`src/rtl/acq_frame_sequencer.sv`:
```
// acq_frame_sequencer: clear/integrate/readout frame scheduler with readout watchdog and frame stats.
// Define APES_EXT_SYNC_EN to hold each frame in SYNC_WAIT until an external sync pulse.
module acq_frame_sequencer #(
    parameter logic [31:0] INTEG_CYCLES   = 32'd50_000_000,
    parameter logic [7:0]  CLR_CYCLES     = 8'd4,
    parameter logic [31:0] TIMEOUT_CYCLES = 32'd25_000_000
) (
    input  logic        clk50,
    input  logic        rst_n,
    input  logic        enable,
    input  logic        rdout_done,
    input  logic        ext_sync,
    output logic        cnt_clr,
    output logic        cnt_start,
    output logic        collect_done,
    output logic        en_rocket_rd,
    output logic        busy,
    output logic [2:0]  state,
    output logic [15:0] frame_cnt,
    output logic [7:0]  missed_cnt
);
    typedef enum logic [2:0] {
        IDLE      = 3'd0,
        CLEAR     = 3'd1,
        INTEG     = 3'd2,
        WAIT_RD   = 3'd3,
        DONE      = 3'd4,
        SYNC_WAIT = 3'd5
    } state_t;

    state_t      state_q;
    logic [31:0] tmr_q;
    logic        cnt_clr_q, cnt_start_q, collect_done_q, en_rd_q, busy_q;
    logic [15:0] frame_q;
    logic [7:0]  missed_q;
    logic        clr_last, integ_last, wd_last;

    assign clr_last   = tmr_q == {24'd0, CLR_CYCLES} - 32'd1;
    assign integ_last = tmr_q == INTEG_CYCLES - 32'd1;
    assign wd_last    = tmr_q == TIMEOUT_CYCLES - 32'd1;

`ifndef APES_EXT_SYNC_EN
    logic ext_sync_unused;
    assign ext_sync_unused = ext_sync;
`endif

    always_ff @(posedge clk50 or negedge rst_n) begin
        if (!rst_n) begin
            state_q        <= IDLE;
            tmr_q          <= '0;
            cnt_clr_q      <= 1'b0;
            cnt_start_q    <= 1'b0;
            collect_done_q <= 1'b0;
            en_rd_q        <= 1'b0;
            busy_q         <= 1'b0;
            frame_q        <= '0;
            missed_q       <= '0;
        end else begin
            collect_done_q <= 1'b0;
            case (state_q)
                IDLE: if (enable) begin
                    state_q   <= CLEAR;
                    cnt_clr_q <= 1'b1;
                    busy_q    <= 1'b1;
                    tmr_q     <= '0;
                end
                CLEAR: if (clr_last) begin
                    cnt_clr_q <= 1'b0;
                    tmr_q     <= '0;
`ifdef APES_EXT_SYNC_EN
                    state_q   <= SYNC_WAIT;
`else
                    state_q     <= INTEG;
                    cnt_start_q <= 1'b1;
`endif
                end else tmr_q <= tmr_q + 32'd1;
`ifdef APES_EXT_SYNC_EN
                SYNC_WAIT: if (!enable) begin
                    state_q <= IDLE;
                    busy_q  <= 1'b0;
                end else if (ext_sync) begin
                    state_q     <= INTEG;
                    cnt_start_q <= 1'b1;
                end
`endif
                INTEG: if (!enable) begin
                    state_q     <= IDLE;
                    cnt_start_q <= 1'b0;
                    busy_q      <= 1'b0;
                end else if (integ_last) begin
                    state_q        <= WAIT_RD;
                    cnt_start_q    <= 1'b0;
                    collect_done_q <= 1'b1;
                end else tmr_q <= tmr_q + 32'd1;
                // first WAIT_RD cycle is the collect_done cycle; the watchdog arms after it
                WAIT_RD: if (!en_rd_q) begin
                    en_rd_q <= 1'b1;
                    tmr_q   <= '0;
                end else if (rdout_done) begin
                    state_q <= DONE;
                    en_rd_q <= 1'b0;
                    frame_q <= frame_q + 16'd1;
                end else if (wd_last) begin
                    en_rd_q   <= 1'b0;
                    missed_q  <= missed_q + {7'd0, missed_q != 8'hFF};
                    state_q   <= enable ? CLEAR : IDLE;
                    cnt_clr_q <= enable;
                    busy_q    <= enable;
                    tmr_q     <= '0;
                end else tmr_q <= tmr_q + 32'd1;
                DONE: begin
                    state_q   <= enable ? CLEAR : IDLE;
                    cnt_clr_q <= enable;
                    busy_q    <= enable;
                    tmr_q     <= '0;
                end
                default: begin
                    state_q     <= IDLE;
                    cnt_clr_q   <= 1'b0;
                    cnt_start_q <= 1'b0;
                    en_rd_q     <= 1'b0;
                    busy_q      <= 1'b0;
                end
            endcase
        end
    end

    assign state        = state_q;
    assign cnt_clr      = cnt_clr_q;
    assign cnt_start    = cnt_start_q;
    assign collect_done = collect_done_q;
    assign en_rocket_rd = en_rd_q;
    assign busy         = busy_q;
    assign frame_cnt    = frame_q;
    assign missed_cnt   = missed_q;
endmodule
```
`config.mk`:
```
export PLATFORM = sky130hd
export DESIGN_NAME = acq_frame_sequencer
export DESIGN_NICKNAME = d
export VERILOG_FILES = /design/src/rtl/acq_frame_sequencer.sv
export SDC_FILE = /design/constraint.sdc
export NUM_CORES = 1
export LEC_CHECK = 0
export ABC_CLOCK_PERIOD_IN_PS = 6900
export CAP_MARGIN = 20
export CORE_MARGIN = 10
export CORE_UTILIZATION = 35
export CTS_CLUSTER_SIZE = 28
export DETAILED_ROUTE_END_ITERATION = 8
export PLACE_DENSITY_LB_ADDON = 0.1
export SETUP_SLACK_MARGIN = 0.02
export SLEW_MARGIN = 20
export SYNTH_ARGS = -nofsm -noshare
export SYNTH_HDL_FRONTEND = slang
export SYNTH_SLANG_ARGS = --single-unit
```
`constraint.sdc`:
```
create_clock -name clk50 -period 6.9 [get_ports clk50]
set_clock_uncertainty 0.2 [all_clocks]
set_input_delay 1.38 -clock clk50 [delete_from_list [all_inputs] [get_ports clk50]]
set_output_delay 1.38 -clock clk50 [all_outputs]
set_load 0.05 [all_outputs]
```
==> impl_metrics.json <==
{
  "place_hpwl_um": 6050,
  "ios": 37,
  "grt_pass1_wl_um": 14800,
  "routed_wl_um": 8810,
  "syn_nets": 390,
  "path_delay_family": "compound AO/OA/AOI/OAI gates",
  "postRouteAntennaNets": 0,
  "cp.buffers_inverters": 1,
  "relSlewSlack_pct": 35.5,
  "insertion_delay_ns": 0.35,
  "layout.cells.most_common": "dfrtp_1",
  "muxShareOfSynthArea_pct": 1.54,
  "grt_pass1_vias": 2869,
  "intPower_uw": 809,
  "synth_xor_area_share_pct": 5.15,
  "power.density_nw_per_um2": 337,
  "cts_root_buffer": "clkbuf_8",
  "synth-adder-area-share_pct": 1.40,
  "worstPathRequired_ns": 6.91,
  "coreArea_um2": 9860,
  "antenna_cells": 0,
  "instances_no_fill": 549,
  "cp_slowest_cell": "clkdlybuf4s50_1",
  "rows": 36,
  "htreeDepth": 3,
  "firstDrtPassIters": 5,
  "netlist_instances": 381,
  "cts_made_buffers": 9,
  "antenna_found_initial": 0,
  "fmax_mhz": 254,
  "numPortBuffers": 35,
  "async_flop_share_pct": 100,
  "end_kind": "flop",
  "die_w_um": 121,
  "vias": 3028,
  "cts_tree": "built",
  "slew_viol_final": 0,
  "synth_compound_area_share_pct": 16.8,
  "setup-tns-final_ns": 0,
  "viasPerCell": 5.52,
  "p_clk_share_pct": 26.2,
  "gp_congestion": 0.801,
  "most-common-layout-cells": "dfrtp_1 (64), nand2_1 (47), nor2_1 (36), clkdlybuf4s50_1 (34), nand3_1 (27)",
  "netSwitchingFraction_pct": 43.3,
  "grt_usage_pct": 12.3,
  "post_cts_resized": 0,
  "min-delay-path-class": "flop to flop",
  "die-area_um2": 14700,
  "die_y_um": 121,
  "dpl_worst_slack_ns": 2.67,
  "post_synth_and_or_nand_nor_area_fraction_pct": 27.0,
  "synth_cell_types": 56,
  "period_share_pct": 57.0,
  "synthFlopType": "dfrtp_1",
  "netlist_area_um2": 3570,
  "p_seq_share_pct": 33.2,
  "setup_ws_ns": 2.97,
  "dpl.cell_count": 533,
  "cts.clk_slew.worst_paths_ns": 0.08,
  "critPathMaxStageDelay_ns": 0.64,
  "postCtsSetupBuffers": 0,
  "cts_hold_buf": 0,
  "peakVddDrop_uv": 192,
  "path_cells": "clkdlybuf4s50_1, nor3_1, a211o_1, a31o_1, nand2b_1, o311ai_0",
  "start_util_pct": 36.2,
  "grt_max_degree": 65,
  "startpoint_type": "input port",
  "synth_top_family_by_area": "simple AND/OR/NAND/NOR gates",
  "status": "finished clean",
  "syn2layout_area_growth_pct": 18.3,
  "synth-edff-count": 0,
  "clockBufferDepth": 2,
  "ys_ff_latch": 64,
  "clock_sinks": 64,
  "cap_violations": 0,
  "leakage_nw": 1.75,
  "drc": 0,
  "p_comb_share_pct": 40.6,
  "cp_max_fo": 19,
  "hold_viol_final": 0,
  "avgSynthCellArea_um2": 9.38,
  "final_layout_size_suffix_gt1_share_pct": 7.93,
  "worst_pin_slew_ns": 0.967,
  "ys_warn_count": 0,
  "grt_overflow": 0,
  "finalSetupViolCount": 0,
  "wl_per_cell_um": 16.1,
  "rsz0062_at_grt": "false",
  "p_switching_uw": 617,
  "path_class": "input port to flop",
  "synth.yosys.seq_area_share_pct": 44.8,
  "critPathArrivalTime_ns": 3.94,
  "drt_iter0_markers": 259,
  "fin_crit_ns": 3.93,
  "fin_nets": 420
}
==> metal layers <==
metal / share of wire, % / global-route usage, %
met1: 48 / 16.0
met2: 46 / 19.1
met3: 4.8 / 3.02
met4: 1.3 / 4.90
met5: 0 / 0
==> state kept, by name (all words and copies together), names as in the netlist <==
signal        cells
cnt_start         1
cnt_clr           1
frame_cnt        16
missed_cnt        8
state             3
busy              1
en_rocket_rd      1
collect_done      1
tmr_q            32
==> power groups by stage <==
stage                     sequential (mW)  clock (mW)  combinational, mW
after global placement              0.480           0              0.582
after global routing                0.484       0.401              0.638
final                               0.473       0.373              0.579
after detailed placement            0.480           0              0.587
after floorplan                     0.553           0              0.375
after CTS                           0.472       0.388              0.587
==> Yosys cell counts, types with 5 or more instances <==
master / instances / area share [%]
a21oi_1: 11 / 1.5
dfrtp_1: 64 / 45
nand4_1: 16 / 2.8
xor2_1: 5 / 1.2
buf_2: 6 / 0.84
and3_1: 7 / 1.2
nand3_1: 27 / 3.8
and4_1: 8 / 2.0
o21ai_0: 13 / 1.8
a21o_1: 11 / 2.3
clkbuf_1: 8 / 0.84
nand2_1: 47 / 4.9
o31ai_1: 5 / 1.1
xnor2_1: 16 / 3.9
o311ai_0: 9 / 2.2
nor2_1: 36 / 3.8
a22o_1: 11 / 2.7
nand2b_1: 5 / 0.88
nor4_1: 8 / 1.4
nor3_1: 7 / 0.98
==> final cells by class <==
| type | instances | area [um2] |
|---|---|---|
| flip-flops and latches | 64 | 1600 |
| repair buffers | 38 | 368 |
| fillers | 973 | 5640 |
| multi-input cells | 295 | 1850 |
| inverters | 3 | 11.3 |
| clock buffers | 9 | 124 |
| well taps | 133 | 166 |
| clock inverters | 7 | 103 |
==> worst reg2reg max path: stages, from the launching register on <==
cell	delay (ns)
dfrtp_1	0.42
nor3_1	0.41
nand3_1	0.24
or4_4	0.63
nand3_4	0.18
nand2_4	0.22
nand2b_1	0.72
o311ai_0	0.28
==> final timing paths <==
kind                                from       endpoint  depth (start not counted)  slack (ns)
min in group asynchronous          rst_n  missed_cnt[6]                          2        1.00
max in group asynchronous          rst_n      tmr_q[21]                          2        4.95
min                        frame_cnt[15]  frame_cnt[15]                          1        0.27
max reg2reg                    tmr_q[10]      tmr_q[19]                          7        3.44
max                               enable      tmr_q[19]                          6        2.97
min reg2reg                frame_cnt[15]  frame_cnt[15]                          1        0.27
==> cell families (layout without fill, tap and decap cells) <==
logic type | Yosys count | in the layout
xor gates and xnor gates | 21 | 21
adders and majority gates | 4 | 4
and+or+nand+nor | 184 | 184
AOI/OAI and AO/OA | 81 | 81
DFF | 64 | 64
muxes | 5 | 5
buffers and inverters | 22 | 57
==> through the flow <==
stage	hold slack [ns]	power [mW]	utilization, %	instance area (um2)
final	0.270	1.43	42.9	4230
after CTS	0.276	1.45	42.9	4230
after global placement	0.254	1.06	40.6	4000
after global routing	0.299	1.52	42.9	4230
after detailed placement	0.260	1.07	40.6	4000
after floorplan	0.286	0.928	-	3570
Power figures use the tool's default switching activity.
